### src/rtl/rand_arbiter_pkg.sv
// Shared types and helpers for the round-robin random-number arbiter:
// FSM state encoding, generator feedback step and bound-to-mask smear.
package rand_arbiter_pkg;

  localparam int LEN_MAX = 32;

  typedef enum logic [2:0] {
    ST_IDLE  = 3'd0,
    ST_GRANT = 3'd1,
    ST_STEP  = 3'd2,
    ST_CHECK = 3'd3,
    ST_RESP  = 3'd4
  } state_e;

  // Shift left, feed back the XOR of the two top bits of a len-bit register.
  function automatic logic [LEN_MAX-1:0] lfsr_step(input logic [LEN_MAX-1:0] g,
                                                   input int len);
    logic [LEN_MAX-1:0] taps;
    logic [LEN_MAX-1:0] keep;
    logic               fb;
    taps = LEN_MAX'(3) << (len - 2);
    fb   = ^(g & taps);
    keep = (len >= LEN_MAX) ? '1 : ((LEN_MAX'(1) << len) - LEN_MAX'(1));
    return ((g << 1) | LEN_MAX'(fb)) & keep;
  endfunction

  // All ones at and below the MSB of (b-1); b==0 selects the full range.
  function automatic logic [LEN_MAX-1:0] mask_from_bound(input logic [LEN_MAX-1:0] b);
    logic [LEN_MAX-1:0] x;
    if (b == '0) return '1;
    x = b - LEN_MAX'(1);
    x = x | (x >> 1);
    x = x | (x >> 2);
    x = x | (x >> 4);
    x = x | (x >> 8);
    x = x | (x >> 16);
    return x;
  endfunction

endpackage

### src/rtl/rand_arbiter_lfsr_core.sv
// Shift-register pseudo-random generator shared by all requesters.
// A zero seed is replaced by 1 so the register can never lock up.
module lfsr_core
  import rand_arbiter_pkg::*;
#(
  parameter int NUM_LEN = 10,
  parameter int SEED    = 1
) (
  input  logic               clk,
  input  logic               rst,
  input  logic               step_en_i,
  output logic [NUM_LEN-1:0] value_o
);

  localparam logic [NUM_LEN-1:0] SEED_TRUNC = NUM_LEN'(SEED);
  localparam logic [NUM_LEN-1:0] SEED_EFF   = (SEED_TRUNC == '0) ? NUM_LEN'(1) : SEED_TRUNC;

  logic [NUM_LEN-1:0] g_q;
  logic [NUM_LEN-1:0] g_d;
  logic [LEN_MAX-1:0] step_full;
  logic               unused_step;

  assign step_full   = lfsr_step(LEN_MAX'(g_q), NUM_LEN);
  assign g_d         = step_full[NUM_LEN-1:0];
  assign unused_step = ^step_full;

  always_ff @(posedge clk) begin
    if (rst) begin
      g_q <= SEED_EFF;
    end else if (step_en_i) begin
      g_q <= g_d;
    end
  end

  assign value_o = g_q;

endmodule

### src/rtl/rand_arbiter.sv
// Round-robin arbiter handing out bounded pseudo-random values from one
// shared generator, using rejection sampling with a subtract fallback.
//
// state | meaning
// IDLE  | waiting; picks next requester at/after the pointer
// GRANT | builds the range mask from the latched bound
// STEP  | advances the generator, counts a try
// CHECK | accepts, retries, or falls back to sample-bound
// RESP  | one-cycle ack to the winner, pointer moves past it
module rand_arbiter
  import rand_arbiter_pkg::*;
#(
  parameter int NUM_REQ   = 4,
  parameter int NUM_LEN   = 10,
  parameter int SEED      = 1,
  parameter int MAX_TRIES = 8,
  parameter int FREE_RUN  = 0
) (
  input  logic                       clk,
  input  logic                       rst,
  input  logic [NUM_REQ-1:0]         req,
  input  logic [NUM_REQ*NUM_LEN-1:0] bound,
  output logic [NUM_REQ-1:0]         ack,
  output logic [NUM_LEN-1:0]         rand_out,
  output logic                       busy
);

  localparam int IDX_W = $clog2(NUM_REQ);
  localparam int TRY_W = $clog2(MAX_TRIES + 1);

  state_e             state_q, state_d;
  logic [IDX_W-1:0]   ptr_q, ptr_d, win_q, win_d, pick_idx;
  logic [NUM_LEN-1:0] bound_q, bound_d, mask_q, mask_d, rand_q, rand_d;
  logic [NUM_LEN-1:0] pick_bound, mask_calc, gen, sample;
  logic [TRY_W-1:0]   tries_q, tries_d;
  logic [LEN_MAX-1:0] mask_full;
  logic               unused_mask;
  logic               pick_found, accept, give_up, gen_step;

  lfsr_core #(.NUM_LEN(NUM_LEN), .SEED(SEED)) u_lfsr (
    .clk       (clk),
    .rst       (rst),
    .step_en_i (gen_step),
    .value_o   (gen)
  );

  // Priority scan starting at the pointer and wrapping around.
  always_comb begin
    pick_found = 1'b0;
    pick_idx   = ptr_q;
    for (int i = 0; i < NUM_REQ; i++) begin
      int c;
      c = int'(ptr_q) + i;
      if (c >= NUM_REQ) c = c - NUM_REQ;
      if (!pick_found && ((req >> c) & NUM_REQ'(1)) != '0) begin
        pick_found = 1'b1;
        pick_idx   = IDX_W'(c);
      end
    end
  end

  always_comb begin
    pick_bound = '0;
    for (int i = 0; i < NUM_REQ; i++) begin
      if (pick_idx == IDX_W'(i)) pick_bound = bound[i*NUM_LEN +: NUM_LEN];
    end
  end

  assign mask_full   = mask_from_bound(LEN_MAX'(bound_q));
  assign mask_calc   = mask_full[NUM_LEN-1:0];
  assign unused_mask = ^mask_full;
  assign sample      = gen & mask_q;
  assign accept      = (bound_q == '0) || (sample < bound_q);
  assign give_up     = (tries_q >= TRY_W'(MAX_TRIES));

  always_ff @(posedge clk) begin
    if (rst) state_q <= ST_IDLE;
    else     state_q <= state_d;
  end

  always_comb begin
    state_d = state_q;
    unique case (state_q)
      ST_IDLE:  if (pick_found) state_d = ST_GRANT;
      ST_GRANT: state_d = ST_STEP;
      ST_STEP:  state_d = ST_CHECK;
      ST_CHECK: state_d = (accept || give_up) ? ST_RESP : ST_STEP;
      ST_RESP:  state_d = ST_IDLE;
      default:  state_d = ST_IDLE;
    endcase
  end

  always_comb begin
    busy     = (state_q != ST_IDLE);
    gen_step = (state_q == ST_STEP) || ((FREE_RUN != 0) && (state_q == ST_IDLE));
    ack      = '0;
    if (state_q == ST_RESP) ack = NUM_REQ'(1) << win_q;
  end

  always_comb begin
    ptr_d   = ptr_q;
    win_d   = win_q;
    bound_d = bound_q;
    mask_d  = mask_q;
    tries_d = tries_q;
    rand_d  = rand_q;
    case (state_q)
      ST_IDLE: begin
        if (pick_found) begin
          win_d   = pick_idx;
          bound_d = pick_bound;
        end
      end
      ST_GRANT: begin
        mask_d  = mask_calc;
        tries_d = '0;
      end
      ST_STEP:  tries_d = tries_q + TRY_W'(1);
      ST_CHECK: begin
        // mask < 2*bound, so one subtraction always lands in range.
        if (accept)       rand_d = sample;
        else if (give_up) rand_d = sample - bound_q;
      end
      ST_RESP:  ptr_d = (win_q == IDX_W'(NUM_REQ - 1)) ? '0 : win_q + IDX_W'(1);
      default:  ;
    endcase
  end

  always_ff @(posedge clk) begin
    if (rst) begin
      ptr_q   <= '0;
      win_q   <= '0;
      bound_q <= '0;
      mask_q  <= '0;
      tries_q <= '0;
      rand_q  <= '0;
    end else begin
      ptr_q   <= ptr_d;
      win_q   <= win_d;
      bound_q <= bound_d;
      mask_q  <= mask_d;
      tries_q <= tries_d;
      rand_q  <= rand_d;
    end
  end

  assign rand_out = rand_q;

endmodule

### config.mk
export PLATFORM = sky130hd
export DESIGN_NAME = rand_arbiter
export DESIGN_NICKNAME = d
export VERILOG_FILES = /design/src/rtl/rand_arbiter_pkg.sv /design/src/rtl/rand_arbiter_lfsr_core.sv /design/src/rtl/rand_arbiter.sv
export SDC_FILE = /design/constraint.sdc
export NUM_CORES = 1
export LEC_CHECK = 0
export BUFFER_PORTS_ARGS = -buffer_cell sky130_fd_sc_hd__buf_2
export CORE_MARGIN = 4
export CORE_UTILIZATION = 55
export CTS_CLUSTER_DIAMETER = 30
export DETAILED_ROUTE_END_ITERATION = 12
export PLACE_DENSITY = 0.82
export SLEW_MARGIN = 5
export SYNTH_ARGS = -nofsm -noshare
export SYNTH_HDL_FRONTEND = slang
export SYNTH_SLANG_ARGS = --single-unit
### constraint.sdc
create_clock -name clk -period 3.4 [get_ports clk]
set_input_delay 0.34 -clock clk [delete_from_list [all_inputs] [get_ports clk]]
set_output_delay 0.34 -clock clk [all_outputs]
set_load 0.01 [all_outputs]
**Word level (Yosys, flattened, before mapping)**

Index checks and enable logic that the tools add are counted.

- Register bits after elaboration: 51
- Logic and storage cells: 90

- Reductions and logical operators: 17
- Order comparisons: 6
- Muxes and demuxes: 27
- Shift-type cells: 5
- Equality and inequality tests: 9
- Add/sub/neg operators: 11
- Bitwise logic cells: 7

Operator list:

| kind | count |
|---|---|
| $mux W32 | 4 |
| $shr A4 B32 Y1 | 4 |
| $mux W10 | 8 |
| $or A32 B28 Y32 | 1 |
| $or A32 B30 Y32 | 1 |
| $or A32 B31 Y32 | 1 |
| $reduce_xor A32 Y1 | 1 |
| $or A26 B24 Y26 | 1 |
| $pmux W3 S4 | 1 |
| $sub A3 B3 Y4 const B | 3 |
| $sub A10 B1 Y11 const B | 1 |
| $and A10 B10 Y10 | 1 |
| $logic_not A10 Y1 | 1 |
| $lt A10 B10 Y1 | 1 |
| $mux W2 | 5 |
| $or A10 B1 Y10 | 1 |
| $or A10 B10 Y10 | 1 |
| $sub A10 B10 Y10 | 1 |
| $ge A3 B3 Y1 const B | 3 |
| $pmux W4 S2 | 1 |
| $add A2 B2 Y3 const B | 2 |
| $eq A2 B2 Y1 const B | 3 |
| $eq A3 B2 Y1 const B | 2 |
| $mux W3 | 2 |
| other kinds (21) | 32 |

**Longest topological paths before layout**

Gate-level depths: netlist (run 1).

- Word-level depth: 18
- Gate-level depth with buffers: 12

**Modules after synthesis**

From an unflattened synthesis (run 1), not the netlist that was laid out.

- Cells, all modules: 427
- Area total of the unflattened synthesis: 3508.4 um^2

By module, submodules not included:

| module | cells an instance | sequential area each (um^2) | area each (um^2) | instances |
|---|---|---|---|---|
| rand_arbiter | 384 | 820.8 | 3076.7 | 1 |
| lfsr_core | 43 | 200.2 | 431.7 | 1 |

**Worst setup path before layout (run 1)**

No wires, ideal clock.

- Kind: register -> register
- Start: register ptr_q[1]
- End: register bound_q[3]
- Data required time: 3.283 ns
- Data arrival time: 2.644 ns
- Setup time: 0.117 ns
- Clock period less this slack: 2.762 ns
- Setup slack: 0.638 ns
- Stages on the path, launching flop included: 11
- Cells stage by stage: dfxtp_1 inv_1 ha_1 mux4_2 and2_1 a21oi_2 o21ai_1 buf_2 and3_1 a211o_1 a32o_1

- Longest elaborated chain between the ends: 18
- Elaborated cells between the ends (all ways): 42
- Those cells by class: add/sub: 7; order compare: 4; eq/ne: 3; shift: 4; mux: 16; reduce/logical: 8

Ends and longest elaborated chain:

| item | line | source |
|---|---|---|
| from (decl) | rand_arbiter.sv:32 | `logic [IDX_W-1:0] ptr_q, ptr_d, win_q, win_d, pick_idx;` |
| from (signal assigned) | rand_arbiter.sv:138 | `ptr_q <= ptr_d;` |
| branches (longest 18 deep; another with $sub A3 B3 Y4) | n/a |  |
| to (signal assigned) | rand_arbiter.sv:140 | `bound_q <= bound_d;` |
| to (decl) | rand_arbiter.sv:33 | `logic [NUM_LEN-1:0] bound_q, bound_d, mask_q, mask_d, rand_q, rand_d;` |

Parallel ways; which one is timed is not known.
A chain may end at the register's enable or synchronous reset.

**Final worst setup path (run 1)**

- Start: register ptr_q[1]
- End: register bound_q[6]

The elaborated chain is that of the path after synthesis.

==> flow_summary_export.csv, run 1 <==
group,metric,value,unit
global_route,grt_max_degree,45,
clock_network,hold_buffers,0,
global_route,grt_pass1_wl,14200,µm
yosys,async_flop_share,0,
clock_network,numCtsBuffers,5,
setup_path,slowest_delay,0.54,ns
timing,setup_violations,0,
yosys,netlist_instances,427,
yosys,synth_edf_count,0,
cells_and_area,area_delta_synth_final,14.5,%
drt,routedWlPerCell,15.3,µm
floorplanning,core,0.00606,mm²
setup_path,cp.arrival,3.38,ns
timing,fin_setup_tns,0,ns
drt,final_antenna_net_count,0,
cells_and_area,final_cell_mix,"buf_2, dfxtp_1, nor2_1, nand2_1, nand3_1",
setup_path,crit_buf_inv,1,
timing,skew,0.00886,ns
floorplanning,dieHeight,87.9,µm
drt,drt_iter0_drc,191,
power_and_ir_drop,power,1.90,mW
yosys,ys_seq_elements,51,
placed_design,hpwl,6440,µm
floorplanning,start_util,0.580,
setup_path,path_cells,"inv_1, ha_1, mux4_2, and2_1, a21oi_2, or3_4, nand2_2, a211o_1, a32o_1",
yosys,synth_cell_type_count,62,
drt,routed_wirelength,8540,µm
clock_network,clock_sinks,51,
yosys,synthTopCellsByArea,"dfxtp_1, ha_1, nor2_1",
run,cap_viol_max_count,0,
power_and_ir_drop,vdd_drop_max,0.305,mV
drt,drtPass1Iterations,5,
timing,worst_pin_slew,0.779,ns
clock_network,path_clk_slew,0.09,ns
drt,routed_via_density,6.09,
timing,fin_crit_sh,0.933,
timing,hold_violations,0,
floorplanning,dieArea,0.00773,mm²
cells_and_area,antenna_cells,0,
floorplanning,io_pins,61,
clock_network,root_buffer,"clkbuf_8",
global_route,grt-ovfl-total,0,
yosys,yosys.area.top_type,"dfxtp_1",
yosys,synth_area_per_cell,8.23,µm²
timing,rsz0062_at_grt,"false",
placed_design,routabilityCongestion,0.937,
floorplanning,die_w,87.9,µm
clock_network,ctsLongestPathBuffers,2,
setup_path,crit_fanout,16,
global_route,grt_antenna_before_repair,0,
setup_path,end_kind,"flip-flop",
clock_network,tritoncts,"yes",
setup_path,rrSetupSlack,0.23,ns
timing,min_period,3.17,ns
timing,maxSlewHeadroom,0.480,
setup_path,crit_required,3.61,ns
clock_network,clock_latency,0.31,ns
yosys,yosysWarnings,0,
cells_and_area,nets,554,
yosys,synth-main-ff-cell,"dfxtp_1",
power_and_ir_drop,power.leakage,1.67,nW
status,status,"finished clean",
cells_and_area,layout_commonest_cell,"buf_2",
hold_path,hold_path_class,"in -> reg",
setup_path,cp_slowest_cell,"mux4_2",
drt,vias,3404,
timing,fmax,315,MHz
yosys,synth_top_cell_area_share,0.290,
yosys,synth_nets,498,
global_route,first_global_vias,3205,
setup_path,critical_path_class,"reg -> reg",
cells_and_area,drive_gt1_frac,0.219,
setup_path,cp_top_family,"compound AO/OA/AOI/OAI gates",
placed_design,io_buffers,60,
power_and_ir_drop,power.density,472,mW/mm²
yosys,syn_area,0.00351,mm²
clock_network,htree_levels,2,
floorplanning,num_rows,28,
setup_path,crit_path_start_kind,"flip-flop",
timing,slew_violations,0,
global_route,grt_usage,0.227,
drt,drcViolationCount,0,
yosys,ys_seq_area_frac,0.290,
## cells by family after synthesis
| group | count (synthesis) | synth area share |
|---|---|---|
| mux | 7 | 0.0313 |
| xor+xnor | 10 | 0.0249 |
| buf+inv | 44 | 0.0541 |
| simple gates | 178 | 0.259 |
| compound gates | 112 | 0.249 |
| fa+ha+maj | 25 | 0.0911 |
| flops | 51 | 0.290 |
## layer usage
layer	wire length (µm)	track usage	vias up	part of all wire
li1	-	-	1686	-
met1	3820	0.288	1605	0.45
met2	4180	0.393	92	0.49
met3	376	0.0367	21	0.044
met4	162	0.0697	0	0.019
met5	0	0	-	0
## report_power, final
group          internal (mW)  switching (mW)  total, mW
registers              0.655          0.0605      0.716
logic                  0.301           0.395      0.696
clock network          0.294           0.196      0.490
## final timing paths
path	start	endpoint	depth (start not counted)
worst min-delay path	bound[38]	bound_q[8]	3
worst min register to register	u_lfsr.value_o[4]	u_lfsr.value_o[5]	2
worst max-delay path	ptr_q[1]	bound_q[6]	9
worst max register to register	ptr_q[1]	bound_q[6]	9
## registers in the layout, summed over array words and instances, names as in the netlist
register and flops:
tries_q 4, state_q 3, rand_out 10, ptr_q 2, u_lfsr.value_o 10, win_q 2
mask_q 10, bound_q 10
## stage by stage
step           setup WS [ns]  hold slack, ns  instance area [µm²]  utilization  cells
2_1_floorplan          0.638           0.440                 3510            -    427
6_report               0.226           0.384                 4030        0.664    559
4_1_cts                0.202           0.384                 4020        0.663    558
5_1_grt               0.0317           0.391                 4030        0.664    559
3_3_place_gp           0.332           0.451                 3880        0.641    550
3_5_place_dp           0.216           0.460                 3880        0.641    550
## synth_stat cells, types with 2 or more instances
master	instances
nand2b_1	3
a311oi_1	6
mux2i_1	2
nor2_1	40
nor4_1	4
nor2b_1	2
a21o_1	2
nand3b_1	6
nor3_1	14
a21oi_1	21
a21boi_0	2
xor2_1	3
and2_1	12
a31oi_1	2
mux4_2	3
nand4_1	2
ha_1	24
buf_1	2
a211o_1	11
o21a_1	3
mux2_2	2
and3_1	15
inv_1	22
or3_1	5
buf_2	5
o211ai_1	3
a32o_1	10
nand2_1	35
and4_1	3
dfxtp_1	51
a2111oi_0	4
clkbuf_1	12
buf_6	2
o21ai_0	10
xnor2_1	7
nor3b_1	3
a21bo_2	10
nand3_1	29
a211oi_1	12
## worst register-to-register path, delay by kind of cell, from the launching register on
| family | cells | cell delay (ns) |
|---|---|---|
| compound gates | 3 | 0.79 |
| simple gates | 3 | 0.64 |
| buf+inv | 1 | 0.17 |
| mux | 1 | 0.55 |
| fa+ha+maj | 1 | 0.43 |
| flops | 1 | 0.50 |
## cell type report
class / count / area (µm²)
clock buffers: 6 / 72.6
flip-flops and latches: 51 / 1020
clock inverters: 2 / 60.1
fillers: 513 / 2040
inverters: 22 / 82.6
multi-input cells: 333 / 2320
repair buffers: 70 / 375
well taps: 75 / 93.8
## what timing repair did
| item | 4_1_cts | 5_1_grt |
|---|---|---|
| buffers inserted | 0 | 0 |
| setup endpoints to repair | 0 | 9 |
| resized for setup | 0 | 0 |
(Power assumes the default switching activity.)
==> run 2: changes to the inputs <==
CELL_PAD_IN_SITES_DETAIL_PLACEMENT = 0   (was default)
CELL_PAD_IN_SITES_GLOBAL_PLACEMENT = 2   (was default)
CORE_UTILIZATION = 33   (was 55)
PLACE_DENSITY = 0.87   (was 0.82)
==> flow_summary_export.csv, run 2 (same netlist as run 1, synthesis figures left out) <==
group,metric,value,unit
drt,final_antenna_net_count,0,
timing,worst_pin_slew,1.14,ns
cells_and_area,drive_gt1_frac,0.221,
hold_path,whs_endpoint,"bound_q[0]",
cells_and_area,nets,554,
drt,vias,3306,
clock_network,ctsLongestPathBuffers,2,
setup_path,r2r_cells,9,
placed_design,routabilityCongestion,0.822,
global_route,gr-usage-met1,0.193,
power_and_ir_drop,vdd_drop_max,0.180,mV
setup_path,cp.arrival,3.39,ns
setup_path,crit_fanout,32,
setup_path,r2r_start,"ptr_q[1]",
placed_design,hpwl,6970,µm
clock_network,clock_sinks,51,
clock_network,hold_buffers,0,
global_route,grt_pass1_wl,15300,µm
drt,routed_via_density,5.33,
clock_network,clock_latency,0.32,ns
status,status,"finished clean",
cells_and_area,final_cell_mix,"buf_2, dfxtp_1, nor2_1, nand2_1, nand3_1",
cells_and_area,area_delta_synth_final,15.6,%
global_route,grt_antenna_before_repair,0,
global_route,grt_use_met3,0.0218,
global_route,use_met2,0.252,
timing,slew_violations,0,
clock_network,cts_setup_buffers,0,
power_and_ir_drop,power.leakage,1.66,nW
setup_path,path_cells,"inv_1, ha_1, mux4_2, and2_1, a21oi_2, or3_4, nand2_2, a211o_1, a32o_1",
timing,setup_violations,0,
setup_path,critical_path_class,"reg -> reg",
setup_path,crit_buf_inv,1,
floorplanning,start_util,0.339,
clock_network,path_clk_slew,0.10,ns
timing,fin_setup_tns,0,ns
placed_design,dp_cells,612,
global_route,grt_usage,0.147,
global_route,first_global_vias,3140,
cells_and_area,stdcell_count,620,
global_route,grt_max_degree,45,
setup_path,cp_slowest_cell,"mux4_2",
timing,fin_crit_sh,0.936,
cells_and_area,antenna_cells,0,
global_route,grt-ovfl-total,0,
setup_path,cp_top_family,"simple AND/OR/NAND/NOR gates",
setup_path,crit_required,3.61,ns
setup_path,crit_path_start_kind,"flip-flop",
floorplanning,num_rows,37,
setup_path,rrSetupSlack,0.22,ns
power_and_ir_drop,power,1.80,mW
timing,min_period,3.18,ns
hold_path,hold_start,"bound[30]",
floorplanning,io_pins,61,
setup_path,r2r-end,"bound_q[4]",
timing,rsz0062_at_grt,"false",
clock_network,numCtsBuffers,5,
drt,drcViolationCount,0,
drt,routed_wirelength,9120,µm
power_and_ir_drop,power.density,443,mW/mm²
floorplanning,die_w,111,µm
timing,skew,0.00877,ns
floorplanning,dieArea,0.0124,mm²
clock_network,tritoncts,"yes",
setup_path,slowest_delay,0.53,ns
hold_path,hold_path_class,"in -> reg",
clock_network,post_cts_resized,0,
drt,drt_iter0_drc,160,
drt,drtPass1Iterations,4,
hold_path,whs_path_depth,3,
clock_network,htree_levels,2,
clock_network,root_buffer,"clkbuf_8",
cells_and_area,fin_util,0.392,
drt,routedWlPerCell,14.7,µm
placed_design,io_buffers,60,
setup_path,end_kind,"flip-flop",
timing,fmax,314,MHz
timing,maxSlewHeadroom,0.235,
run,cap_viol_max_count,0,
floorplanning,dieHeight,111,µm
timing,hold_violations,0,
timing,finalHoldWorstSlack,0.380,ns
cells_and_area,layout_commonest_cell,"buf_2",
global_route,grt_busiest_layer,"met2",
floorplanning,core,0.0104,mm²
## run 2: cell types whose count changed in the layout (fill, tap and decap cells not counted), sizes merged
cell    before  now
or3          7    6
inv         22   25
buf         70   71
bufinv       2    0
clkbuf       6    5
## run 2: per-stage QoR
| stage | setup WS (ns) | instance area, µm² |
|---|---|---|
| 2_1_floorplan | 0.638 | 3510 |
| 3_3_place_gp | 0.311 | 3970 |
| 3_5_place_dp | 0.213 | 3970 |
| 4_1_cts | 0.207 | 4060 |
| 5_1_grt | 0.0328 | 4060 |
| 6_report | 0.219 | 4060 |
## run 2: worst reg2reg max path, stage by stage, from the launching register on
cell	delay, ns
dfxtp_1	0.51
inv_1	0.18
ha_1	0.41
mux4_2	0.53
and2_1	0.19
a21oi_2	0.14
or3_4	0.34
nand2_2	0.21
a211o_1	0.33
a32o_1	0.24
## run 2: routing by layer
metal	routed length [µm]	part of all wire	up-vias
li1	-	-	1682
met1	4190	0.46	1564
met2	4510	0.49	49
met3	308	0.034	11
met4	112	0.012	0
met5	0	0	-
## run 2: worst max-delay path by stage
stage             start    endpoint  slack, ns  cells past startpoint
2_1_floorplan  ptr_q[1]  bound_q[3]       0.64                     10
3_3_place_gp   ptr_q[1]  bound_q[1]       0.31                      9
3_5_place_dp   ptr_q[1]  bound_q[4]       0.21                      9
4_1_cts        ptr_q[1]  bound_q[4]       0.21                      9
5_1_grt        ptr_q[1]  bound_q[4]       0.03                      9
6_report       ptr_q[1]  bound_q[4]       0.22                      9
## run 2: final cells by class
type	count	area, µm²
clock buffers	5	68.8
flip-flops and latches	51	1020
inverters	22	82.6
multi-input cells	332	2310
repair buffers	71	383
fillers	1129	6310
well taps	136	170
clock inverters	3	26.3
## run 2: power breakdown
part	internal (mW)	switching, mW
Clock	0.153	0.230
Combinational	0.305	0.400
Sequential	0.655	0.0567
Total	1.11	0.687
==> run 3: changes to the inputs <==
CORE_UTILIZATION = 36   (was 33)
PLACE_DENSITY = 0.93   (was 0.87)
SLEW_MARGIN = 20   (was 5)
clock period = 3.8 ns   (was 3.4 ns; I/O delays follow)
==> flow_summary_export.csv, run 3 (same netlist as run 1, synthesis figures left out) <==
group,metric,value,unit
cells_and_area,postLayoutCellArea,0.00403,mm²
clock_network,htree_levels,2,
floorplanning,dieArea,0.0114,mm²
timing,fin_crit_sh,0.849,
floorplanning,dieHeight,107,µm
clock_network,clock_latency,0.32,ns
floorplanning,io_pins,61,
drt,routedWlPerCell,15.0,µm
placed_design,post_dp_cell_area,0.00393,mm²
setup_path,r2r_cells,9,
setup_path,crit_fanout,21,
setup_path,end_kind,"flip-flop",
timing,skew,0.00588,ns
clock_network,path_clk_slew,0.10,ns
timing,worst_pin_slew,0.860,ns
floorplanning,start_util,0.375,
global_route,grt_usage,0.162,
global_route,grt_pass1_wl,15100,µm
timing,hold_violations,0,
timing,fin_ws,0.575,ns
power_and_ir_drop,switching_share,0.386,
global_route,grt_antenna_before_repair,0,
global_route,grt_max_degree,45,
hold_path,whs_endpoint,"bound_q[6]",
floorplanning,num_rows,35,
power_and_ir_drop,vdd_drop_max,0.168,mV
global_route,gr-usage-met1,0.211,
timing,fmax,310,MHz
clock_network,cts_setup_buffers,0,
placed_design,io_buffers,60,
drt,routed_wirelength,9110,µm
run,cap_viol_max_count,0,
timing,finalHoldWorstSlack,0.433,ns
clock_network,numCtsBuffers,5,
cells_and_area,nets,549,
clock_network,clock_sinks,51,
global_route,grt_busiest_layer,"met2",
timing,maxSlewHeadroom,0.424,
cells_and_area,final_cell_mix,"buf_2, dfxtp_1, nor2_1, nand2_1, nand3_1",
status,status,"finished clean",
floorplanning,core,0.00937,mm²
power_and_ir_drop,p_switching,615,µW
clock_network,root_buffer,"clkbuf_8",
drt,routed_via_density,5.48,
setup_path,critical_path_class,"reg -> reg",
setup_path,crit_path_start_kind,"flip-flop",
clock_network,tritoncts,"yes",
cells_and_area,drive_gt1_frac,0.217,
hold_path,hold_path_class,"in -> reg",
hold_path,whs_path_depth,3,
drt,final_antenna_net_count,0,
cells_and_area,antenna_cells,0,
global_route,use_met2,0.274,
setup_path,r2r-end,"bound_q[9]",
drt,drt_iter0_drc,257,
drt,drcViolationCount,0,
setup_path,crit_required,4.02,ns
setup_path,cp.arrival,3.44,ns
placed_design,routabilityCongestion,0.834,
global_route,grt-ovfl-total,0,
power_and_ir_drop,power.density,396,mW/mm²
global_route,first_global_vias,3085,
clock_network,ctsLongestPathBuffers,2,
global_route,grt_use_met3,0.0253,
cells_and_area,layout_commonest_cell,"buf_2",
placed_design,preCtsSetupSlack,0.600,ns
timing,min_period,3.22,ns
power_and_ir_drop,power.leakage,1.63,nW
power_and_ir_drop,power_frac_clock,0.216,
drt,vias,3332,
floorplanning,die_w,107,µm
cells_and_area,area_delta_synth_final,14.6,%
power_and_ir_drop,power_frac_seq,0.400,
timing,slew_violations,0,
timing,rsz0062_at_grt,"false",
drt,drtPass1Iterations,4,
placed_design,hpwl,6950,µm
clock_network,hold_buffers,0,
timing,fin_setup_tns,0,ns
clock_network,post_cts_resized,0,
power_and_ir_drop,power_frac_comb,0.384,
setup_path,rrSetupSlack,0.58,ns
power_and_ir_drop,internal_power,981,µW
timing,setup_violations,0,
cells_and_area,fin_util,0.430,
hold_path,hold_start,"bound[36]",
setup_path,r2r_start,"ptr_q[1]",
## run 3: power groups by stage
stage	clock [mW]	combinational [mW]	sequential [mW]
floorplan	0	0.469	0.635
global placement	0	0.604	0.649
global route	0.376	0.690	0.648
finish	0.344	0.613	0.638
detailed placement	0	0.607	0.652
CTS	0.352	0.612	0.639
## run 3: routing by layer
layer	wire, µm	up-vias
met5	0	-
met2	4430	72
met4	192	0
met3	353	16
met1	4130	1566
li1	-	1678
## run 3: worst max-delay path, cell delays in order, from the launching register on
cell and delay, ns:
dfxtp_1 0.51, inv_1 0.17, ha_1 0.43, mux4_2 0.23, a21boi_4 0.24, a21oi_2 0.09
o21ai_2 0.57, nand2_2 0.29, a211o_1 0.37, a32o_1 0.24
## run 3: cell type report
| cell class | instances | area, µm² |
|---|---|---|
| fill | 987 | 5340 |
| timing repair buffer | 66 | 345 |
| tap | 129 | 161 |
| sequential | 51 | 1020 |
| multi-input combinational | 332 | 2320 |
| clock inverter | 3 | 26.3 |
| inverter | 22 | 82.6 |
| clock buffer | 5 | 68.8 |
## run 3: worst max path at each step
stage / startpoint / end / slack (ns) / cells past startpoint
final: ptr_q[1] / bound_q[9] / 0.58 / 9
after global placement: ptr_q[1] / bound_q[0] / 0.69 / 9
after detailed placement: ptr_q[1] / bound_q[8] / 0.60 / 9
after floorplan: ptr_q[1] / bound_q[3] / 1.04 / 10
after CTS: ptr_q[1] / bound_q[9] / 0.58 / 9
after global routing: ptr_q[1] / bound_q[4] / 0.27 / 9
## run 3: per-stage QoR
stage,total power [mW],std cells
final,1.60,608
after global routing,1.71,608
after CTS,1.60,608
after detailed placement,1.26,600
after global placement,1.25,600
after floorplan,1.10,427
